## config.mk

```make
export PLATFORM = sky130hd
export DESIGN_NAME = hazard_ctrl
export DESIGN_NICKNAME = d
export VERILOG_FILES = /design/src/rtl/hazard_ctrl.sv
export SDC_FILE = /design/constraint.sdc
export NUM_CORES = 1
export LEC_CHECK = 0
export ABC_AREA = 0
export BUFFER_PORTS_ARGS = -buffer_cell sky130_fd_sc_hd__buf_2
export CAP_MARGIN = 25
export CELL_PAD_IN_SITES_DETAIL_PLACEMENT = 1
export CELL_PAD_IN_SITES_GLOBAL_PLACEMENT = 1
export CORE_MARGIN = 2
export CORE_UTILIZATION = 41
export CTS_CLUSTER_DIAMETER = 30
export DETAILED_ROUTE_END_ITERATION = 16
export HOLD_SLACK_MARGIN = 0.12
export PLACE_DENSITY = 0.94
export SLEW_MARGIN = 10
export SYNTH_ARGS = -nofsm -noshare
export SYNTH_HDL_FRONTEND = slang
export SYNTH_SLANG_ARGS = --single-unit
export TNS_END_PERCENT = 10
```

## constraint.sdc

```tcl
create_clock -name clk -period 3.41 [get_ports clk]
set_input_delay 0.1705 -clock clk [delete_from_list [all_inputs] [get_ports clk]]
set_output_delay 0.1705 -clock clk [all_outputs]
set_load 0.1 [all_outputs]
```

## src/rtl/hazard_ctrl.sv

```systemverilog
// hazard_ctrl: load-use, branch/jump, mul/div and dmem-wait stall control with a saturating stall counter
module hazard_ctrl #(
    parameter int MULDIV_LAT = 4,
    parameter int CNT_W      = 3,
    parameter int PERF_W     = 32
) (
    input  logic              clk,
    input  logic              rst_n,
    input  logic [4:0]        id_rs,
    input  logic [4:0]        id_rt,
    input  logic              id_uses_rt,
    input  logic              id_jump,
    input  logic              id_muldiv,
    input  logic              ex_mem_read,
    input  logic [4:0]        ex_rt,
    input  logic              ex_branch_taken,
    input  logic              dmem_req,
    input  logic              dmem_ready,
    output logic              pc_write,
    output logic              if_id_write,
    output logic              if_id_flush,
    output logic              sel_mux_cu,
    output logic              pipe_freeze,
    output logic              muldiv_busy,
    output logic [PERF_W-1:0] stall_cnt
);
    localparam logic [0:0] RUN         = 1'b0;
    localparam logic [0:0] MULDIV_WAIT = 1'b1;
    localparam logic [CNT_W-1:0] LAT_M1 = CNT_W'(MULDIV_LAT - 1);

    logic [0:0]        state_q, state_d;
    logic [CNT_W-1:0]  cnt_q, cnt_d;
    logic [PERF_W-1:0] stall_cnt_q, stall_cnt_d;
    logic              freeze, load_use;

    always_comb begin
        freeze      = dmem_req && !dmem_ready;
        load_use    = ex_mem_read && (ex_rt != 5'd0) &&
                      ((ex_rt == id_rs) || (id_uses_rt && (ex_rt == id_rt)));
        pc_write    = 1'b1;
        if_id_write = 1'b1;
        if_id_flush = 1'b0;
        sel_mux_cu  = 1'b0;
        pipe_freeze = 1'b0;
        muldiv_busy = 1'b0;
        state_d     = state_q;
        cnt_d       = cnt_q;
        // outputs stay at their idle values for as long as reset is held
        if (rst_n) begin
            if (freeze) begin
                pipe_freeze = 1'b1;
                pc_write    = 1'b0;
                if_id_write = 1'b0;
            end else if (ex_branch_taken) begin
                if_id_flush = 1'b1;
                sel_mux_cu  = 1'b1;
                state_d     = RUN;
                cnt_d       = '0;
            end else if (state_q == MULDIV_WAIT) begin
                pc_write    = cnt_q == '0;
                if_id_write = cnt_q == '0;
                sel_mux_cu  = cnt_q != '0;
                muldiv_busy = cnt_q != '0;
                state_d     = (cnt_q == '0) ? RUN : MULDIV_WAIT;
                cnt_d       = (cnt_q == '0) ? cnt_q : cnt_q - 1'b1;
            end else if (load_use) begin
                pc_write    = 1'b0;
                if_id_write = 1'b0;
                sel_mux_cu  = 1'b1;
            end else if (id_muldiv) begin
                pc_write    = 1'b0;
                if_id_write = 1'b0;
                sel_mux_cu  = 1'b1;
                muldiv_busy = 1'b1;
                state_d     = MULDIV_WAIT;
                cnt_d       = LAT_M1;
            end else if (id_jump) begin
                if_id_flush = 1'b1;
            end
        end
        stall_cnt_d = (!pc_write && (stall_cnt_q != '1)) ? stall_cnt_q + PERF_W'(1) : stall_cnt_q;
    end

    always_ff @(posedge clk or negedge rst_n) begin
        if (!rst_n) begin
            state_q     <= RUN;
            cnt_q       <= '0;
            stall_cnt_q <= '0;
        end else begin
            state_q     <= state_d;
            cnt_q       <= cnt_d;
            stall_cnt_q <= stall_cnt_d;
        end
    end

    assign stall_cnt = stall_cnt_q;
endmodule

```

==> results of run 1 <==
[cells by family after synthesis]
logic type,after synthesis
simple gates,84
fa+ha+maj,3
flops,36
mux,1
xor+xnor,41
buf+inv,14
compound gates,19
[how the worst min path moves through the flow]
stage | cells after the start | to
floorplan | 0 | cnt_q[0]
global placement | 1 | stall_cnt[6]
detailed placement | 1 | stall_cnt[6]
CTS | 2 | state_q
global route | 2 | state_q
finish | 2 | state_q
[cell type report]
cell class / count / area, sq um / area share, %
multi-input cells: 148 / 1010 / 42.2
flip-flops and latches: 36 / 901 / 37.5
clock buffers: 5 / 68.8 / 2.86
inverters: 8 / 30.0 / 1.25
repair buffers: 63 / 323 / 13.4
well taps: 54 / 67.6 / 2.81
[sequential cells by signal (all words and copies together), names as in the netlist]
signal and count:
stall_cnt 32, state_q 1, cnt_q 3
[timing repair]
action	CTS	global route
hold buffers	1	0
gates resized for setup	0	0
endpoints found under the hold margin	17	0
endpoints found under the setup margin	0	0
[critical path: stages]
cell and delay [ns]:
sky130_fd_sc_hd__dlygate4sd3_1 0.52, sky130_fd_sc_hd__buf_2 0.39, sky130_fd_sc_hd__nand3b_1 0.19, sky130_fd_sc_hd__o31ai_2 0.37, sky130_fd_sc_hd__a21boi_4 0.68, sky130_fd_sc_hd__nand3_1 0.21, sky130_fd_sc_hd__xnor2_1 0.26
[metal layers]
layer / track usage [%] / vias to the layer above
met4: 6.87 / 0
met3: 5.35 / 6
met5: 0 / -
met2: 34.7 / 49
li1: - / 821
met1: 24.5 / 835
[synth_stat cells]
master	number	area, sq um
sky130_fd_sc_hd__nor4_2	1	12.5
sky130_fd_sc_hd__a21oi_1	3	15.0
sky130_fd_sc_hd__o22ai_1	1	6.26
sky130_fd_sc_hd__o21ai_1	1	5.00
sky130_fd_sc_hd__nor3_1	3	15.0
sky130_fd_sc_hd__o31a_1	1	8.76
sky130_fd_sc_hd__o31ai_2	1	12.5
sky130_fd_sc_hd__nand2b_1	3	18.8
sky130_fd_sc_hd__a32oi_1	1	8.76
sky130_fd_sc_hd__nor2_1	11	41.3
sky130_fd_sc_hd__or2_2	1	6.26
sky130_fd_sc_hd__xor2_1	13	114
sky130_fd_sc_hd__o21ai_0	4	20.0
sky130_fd_sc_hd__and3_1	13	81.3
sky130_fd_sc_hd__nand2_1	13	48.8
sky130_fd_sc_hd__buf_6	2	22.5
sky130_fd_sc_hd__buf_4	1	7.51
sky130_fd_sc_hd__or4_1	1	7.51
sky130_fd_sc_hd__mux2_2	1	11.3
sky130_fd_sc_hd__ha_1	3	37.5
sky130_fd_sc_hd__o22a_1	1	8.76
sky130_fd_sc_hd__and2_1	2	12.5
sky130_fd_sc_hd__xnor2_1	28	245
sky130_fd_sc_hd__nor2_2	1	6.26
sky130_fd_sc_hd__and4_1	3	26.3
sky130_fd_sc_hd__o21a_1	1	7.51
sky130_fd_sc_hd__nand3_1	15	75.1
sky130_fd_sc_hd__a21boi_4	1	18.8
sky130_fd_sc_hd__nand3b_1	2	15.0
sky130_fd_sc_hd__a31oi_1	3	18.8
sky130_fd_sc_hd__clkbuf_1	3	11.3
sky130_fd_sc_hd__a221o_1	1	10.0
sky130_fd_sc_hd__dfrtp_1	36	901
sky130_fd_sc_hd__nand4_1	15	93.8
sky130_fd_sc_hd__inv_1	8	30.0
[power breakdown]
part	switching (mW)	total [mW]	leakage, nW	internal (mW)
Sequential	0.0742	0.557	0.489	0.483
Combinational	0.496	0.653	0.692	0.156
Clock	0.140	0.271	0.0359	0.131
Total	0.711	1.48	1.22	0.771
[stage by stage]
stage                     std cells  utilization [%]  setup WS (ns)  area (sq um)  total power [mW]
after floorplan                 198                -          0.756          1990              1.09
after global placement          308             49.5           1.03          2320              1.19
after detailed placement        308             49.5          0.825          2320              1.22
after CTS                       314             51.2          0.741          2400              1.50
after global routing            314             51.2          0.566          2400              1.55
final                           314             51.2          0.795          2400              1.48
==> run summary, run 1 <==
For the final routed database, the setup TNS stands at 0 ns. The filler cells instantiated in the layout total 584. Max-cap violations in this run came to 0. The H-tree generated during clock tree synthesis spans 2 levels.

The number of sinks driven by the clock tree came out at 36. In the finished design, the share of the clock period the worst path needs comes to 76.7%. The startpoint type of the worst setup path is a primary input. The global-route wire length before repair is 8.23 mm. The die boundary width is 73.5 microns. Of all nets on the critical path, the largest fanout is 28. The initial cell density of the core is 42.2%.

In the final design database the tool counted 289 nets. On the final layout, the worst clock skew is 0.00668 ns. The number of buffers inserted by port buffering came out at 61. The area added between synthesis and finish is 21.4%. The category of the most critical setup path is in2reg. The highest metal layer used by the detailed router is met4. The number of antenna violations at the first check in global routing came out at 0. The cell sitting at the root of the clock tree is a sky130_fd_sc_hd__clkbuf_8. The critical path data arrival time came out at 2.81 ns. The tightest min-delay check is of the in2reg type. Measured against its own limit, the worst slew margin works out to 51.0%. Entering global routing, the biggest net connects 29 pins.

The most critical setup path has its endpoint at stall_cnt[9]. Cells with a size suffix above 1 make up 28.5% of the layout. The final period demand of the worst path came out at 2.62 ns. The routed metal-1 wirelength came out at 2.07 mm. The wire length on met2 is 2.60 mm. The height of the chip is 73.5 microns. The setup slack of the most critical reg-to-reg path is 0.83 ns. The adder-cell share of the synthesized area is 1.90%. The startpoint identified for the worst register-to-register timing path is cnt_q[0].

The flow ran to the end, and the final reports show no timing, DRC or antenna violations. The number of placed I/O pins is 62. Clock-pin slew was measured on the worst setup and hold paths at 0.07 ns. The number of nets with antenna violations after routing is 0. Leaving out fill and tap cells, the most frequent cell in the layout is sky130_fd_sc_hd__buf_2. For the worst setup path, the data required time is 3.61 ns. The transition at the pin with the smallest max-transition slack is 0.733 ns. STA classifies the critical path endpoint as a register. The post-synthesis share of cell area spent on and, or, nand and nor gates came out at 23.2%. Of the total synthesized cell area, the portion taken by XOR and XNOR cells is 18.1%. The number of rows created at floorplan came out at 25. The amount of wire on met3 after detailed routing is 236 microns.

The longest clock path from root to sink contains 2 buffers. The worst setup path startpoint is rst_n. The number of flip-flops and latches in the synthesized netlist is 36.

The final count of pins violating max slew came out at 0. The last weighted congestion value of the routability-driven placer came out at 0.778. The count of antenna diodes in the layout came out at 0. The beginning of the worst hold path is ex_branch_taken. The synthesized netlist cell count is 198. The die covers 5400 sq um. The wire length per cell is 15.9 microns.

The half-perimeter wire length of the detailed placement result is 3.94 mm. In the routed layout, each cell is associated on average with a via count of 5.45. After floorplanning, the core was sized to cover 4690 sq um. The number of different library cells in the post-synthesis netlist is 35. Before antenna repair, the detailed router went through 4 iterations. The global-route usage over all layers came out at 20.3%. VDD sags by at most 0.421 mV. By area, the combinational part of the netlist is dominated by simple AND/OR/NAND/NOR gates. The via total after detailed routing came out at 1,711. In the layout the commonest cells are sky130_fd_sc_hd__buf_2, sky130_fd_sc_hd__dfrtp_1, sky130_fd_sc_hd__xnor2_1, sky130_fd_sc_hd__nand4_1, sky130_fd_sc_hd__nand3_1. The reported leakage power came out at 1.22 nW.

Setup repair after global routing left no endpoint under its margin. For this run, the top clock speed supported by timing is 0.382 GHz. The net count after synthesis came out at 225. The post-CTS setup buffer count came out at 0. Dividing the synthesized area by the synthesized cell count gives 10.0 sq um.

The number of global-route vias before repair is 1,692. The fraction of synthesized area in multiplexers came out at 0.569%. Setup violations remaining at the end of the flow were counted as 0.

The number of cells on the worst reg-to-reg path is 8. The worst register-to-register path ends at stall_cnt[9]. The complex-gate fraction of the synthesized area is 7.08%. The total number of yosys warnings came out at 0.

Hold is met by 0.184 ns. The mapped cell area came out at 1980 sq um. The clock tree from TritonCTS is done. In this run, the number of DRC markers left after iteration 0 of detailed routing was 74. The total clock buffers created by CTS came out at 5. The DRC violations left came out at 0. The total grt overflow came out at 0.

The routed wire length came out at 4.98 mm. The part of the Yosys area used for sequential elements came out at 45.5%. The clock latency on the worst-skew pair came out at 0.29 ns. The hold violation count in the final report came out at 0. The power per standard cell area is 616 nW/um^2.
(Power assumes the default switching activity.)
==> inputs of run 2 (changes only) <==
--- a/config.mk
+++ b/config.mk
@@ -11,11 +11,11 @@
 export CELL_PAD_IN_SITES_DETAIL_PLACEMENT = 1
 export CELL_PAD_IN_SITES_GLOBAL_PLACEMENT = 1
 export CORE_MARGIN = 2
-export CORE_UTILIZATION = 41
+export CORE_UTILIZATION = 38
 export CTS_CLUSTER_DIAMETER = 30
 export DETAILED_ROUTE_END_ITERATION = 16
 export HOLD_SLACK_MARGIN = 0.12
-export PLACE_DENSITY = 0.94
+export PLACE_DENSITY = 0.89
 export SLEW_MARGIN = 10
 export SYNTH_ARGS = -nofsm -noshare
 export SYNTH_HDL_FRONTEND = slang
==> constraint.sdc (replaced) <==
create_clock -name clk -period 2.7 [get_ports clk]
set_input_delay 0.135 -clock clk [delete_from_list [all_inputs] [get_ports clk]]
set_output_delay 0.135 -clock clk [all_outputs]
set_load 0.1 [all_outputs]
==> run 2 against run 1 <==
Against the previous run: sequential power grew 26%; sequential cell count is the same; global-route usage shrank 2.4 points; final area grew 2.3%; critical path type is now reg2reg; critical endpoint is now stall_cnt[16]; largest power group unchanged.
==> run summary, run 2 (same netlist as run 1, synthesis figures left out) <==
The worst-case vdd ir drop came out at 0.421 mV (about the same). The last weighted congestion value of the routability-driven placer is 0.859 (was 0.778). The worst endpoint required time is 2.86 ns (was 3.61 ns). The ratio of routed vias to standard cells is 5.14 (was 5.45).

The sort of element at the end of the critical path was a register (unchanged). The global-route wire length before repair came out at 8.42 mm (was 8.23 mm). The highest clock frequency the design can meet is 0.417 GHz. The post-CTS clock slew at the launch and capture registers of the worst setup and hold paths is 0.08 ns (was 0.07 ns). The maximum number of pins on one net before global-route repair is 37 (was 29). The number of cells on the worst reg-to-reg path is 9 (was 8). The power per standard cell area came out at 783 nW/um^2 (was 616 nW/um^2).

The maximum number of buffers from clock root to sink came out at 2 (unchanged). The worst reg2reg path startpoint was cnt_q[0] (unchanged). The final count of pins violating max slew is 0 (unchanged). The count of final setup violators is 0 (unchanged). The global-route usage over all layers came out at 17.9% (was 20.3%).

The count of buffering cells on the critical path with inverters included is 2 (unchanged). Status: completed (unchanged). The critical path data arrival time came to 2.56 ns (was 2.81 ns). The fraction of layout instances using a drive strength above 1 is 29.1% (was 28.5%). The initial cell density of the core came to 39.0% (was 42.2%). The most frequent standard cell in the layout excluding fill and tap cells is sky130_fd_sc_hd__buf_2 (unchanged). The count of antenna diodes in the layout came out at 0 (unchanged). The number of rows created at floorplan came out at 26 (was 25).

RSZ-0062 raised after global routing: no (unchanged). The total number of cells along the worst setup path is 9 (was 7). The beginning of the worst hold path is ex_branch_taken (unchanged). The largest stage delay on the critical path was 0.43 ns (was 0.68 ns).

The flip-flop count of the largest register after layout came out at 32 (unchanged). The via total after detailed routing was 1,721 (was 1,711). The count of TritonRoute iterations in the first routing pass came to 4 (unchanged). The number of placed I/O pins came to 62 (unchanged). The hold-critical path depth came out at 2 (unchanged).

The cell that appears most often on the critical path is sky130_fd_sc_hd__nand3b_1. The floorplan die area is 5810 sq um (was 5400 sq um). The startpoint type of the worst setup path is a register (was primary input). The cell chosen for the clock root is sky130_fd_sc_hd__clkbuf_8 (unchanged).

The wire length per cell is 14.6 microns (was 15.9 microns). The number of global-route vias before repair was 1,758 (was 1,692). The clock tree from TritonCTS is done (unchanged). The die boundary width is 76.2 microns (was 73.5 microns). The core outline area came out at 5070 sq um (was 4690 sq um).

Ordered cell list for the critical path: inv_1 -> ha_1 -> nand3b_1 -> nand3b_1 -> o31ai_2 -> a21boi_4 -> buf_4 -> nand4_1 -> xnor2_1 (was dlygate4sd3_1 -> buf_2 -> nand3b_1 -> o31ai_2 -> a21boi_4 -> nand3_1 -> xnor2_1). Commonest cells after routing, fill and taps aside: sky130_fd_sc_hd__buf_2, sky130_fd_sc_hd__dfrtp_1, sky130_fd_sc_hd__xnor2_1, sky130_fd_sc_hd__nand4_1, sky130_fd_sc_hd__nand3_1 (unchanged). The area added between synthesis and finish is 24.2% (was 21.4%). The number of sinks driven by the clock tree came out at 36 (unchanged). The H-tree depth came out at 2 (unchanged).

The height of the chip came out at 76.2 microns (was 73.5 microns). The DRC violation total after the first TritonRoute iteration is 36 (was 74). The worst slew slack as a fraction of its limit is 62.6% (was 51.0%). The hold violation count in the final report came out at 0 (unchanged).

The type of the most critical hold path is in2reg (unchanged). The total grt overflow came out at 0 (unchanged). The half-perimeter wire length of the detailed placement result came to 3.82 mm (was 3.94 mm). The DRC violations left came out at 0 (unchanged). The reported leakage power came out at 1.24 nW (was 1.22 nW). The category of the most critical setup path is reg2reg (was in2reg).

The number of violations of the max-capacitance limit was 0 (unchanged). The clock latency on the worst-skew pair is 0.29 ns (about the same). The routed wire length is 4.88 mm (was 4.98 mm). The net count reported at finish is 291 (was 289).

The routed design could run at a clock period as short as 2.40 ns. The master of the slowest instance on the critical path is sky130_fd_sc_hd__a21boi_4 (unchanged). The number of antenna violations at the first check in global routing is 0 (unchanged). The post-CTS setup buffer count came out at 0 (unchanged).

The largest driver fanout on the critical path came out at 14 (was 28). The number of nets with antenna violations after routing is 0 (unchanged). The number of buffers inserted by port buffering came out at 61 (unchanged). The final total power came out at 1.93 mW (was 1.48 mW). The aggregate negative setup slack is 0 ns (unchanged). The total clock buffers created by CTS is 5 (unchanged).

The transition at the pin with the smallest max-transition slack was 0.559 ns (was 0.733 ns). The final critical path takes up 88.7% of the cycle. The category of cells accounting for the largest share of critical-path delay is compound AO/OA/AOI/OAI gates (unchanged). The worst setup path startpoint is cnt_q[0] (was rst_n).

The clock skew after layout is 0.00985 ns (was 0.00668 ns).
==> run 2: worst register-to-register path: stages, from the launching register on <==
cell                       delay (ns)
sky130_fd_sc_hd__dfrtp_1         0.39
sky130_fd_sc_hd__inv_1           0.09
sky130_fd_sc_hd__ha_1            0.24
sky130_fd_sc_hd__nand3b_1        0.12
sky130_fd_sc_hd__nand3b_1        0.13
sky130_fd_sc_hd__o31ai_2         0.36
sky130_fd_sc_hd__a21boi_4        0.43
sky130_fd_sc_hd__buf_4           0.24
sky130_fd_sc_hd__nand4_1         0.12
sky130_fd_sc_hd__xnor2_1         0.16
==> run 2: layout make-up <==
cell class,instances,area (sq um)
Tap cell,70,87.6
Fill cell,632,2620
Multi-Input combinational cell,148,1010
Clock buffer,8,90.1
Timing Repair Buffer,65,338
Sequential cell,36,901
Inverter,8,30.0
==> run 2: metrics by stage <==
stage | hold slack [ns] | cells | worst slack, ns | area (sq um) | utilization [%]
final | 0.140 | 335 | 0.304 | 2460 | 48.5
after global routing | 0.150 | 335 | 0.148 | 2460 | 48.5
after CTS | 0.137 | 335 | 0.299 | 2460 | 48.5
after detailed placement | -0.0473 | 326 | 0.319 | 2360 | 46.5
after global placement | -0.0480 | 326 | 0.370 | 2360 | 46.5
after floorplan | -0.161 | 198 | 0.0455 | 1990 | -
==> run 2: repair_timing <==
item | 4_1_cts | 5_1_grt
hold buffers | 1 | 0
gates resized for setup | 0 | 0
endpoints found under the hold margin | 36 | 0
==> run 2: final timing paths <==
kind / end / slack, ns
worst max-delay path: stall_cnt[16] / 0.30
worst min-delay path: state_q / 0.14
worst max register to register: stall_cnt[16] / 0.30
worst min register to register: stall_cnt[28] / 0.49
max in group asynchronous: stall_cnt[6] / 1.87
min in group asynchronous: cnt_q[1] / 0.18
==> run 2: routing by layer <==
layer  track usage [%]  up-vias  part of all wire (%)
met4              5.09        0                   1.2
met2              30.5       53                    49
met3              4.38        5                   5.2
met1              22.7      837                    44
met5                 0        -                     0
li1                  -      826                     -
==> run 2: power by group <==
group          switching [mW]  internal [mW]  leakage [nW]
Clock                   0.187          0.208        0.0455
Combinational           0.625          0.203         0.702
Sequential             0.0928          0.610         0.489
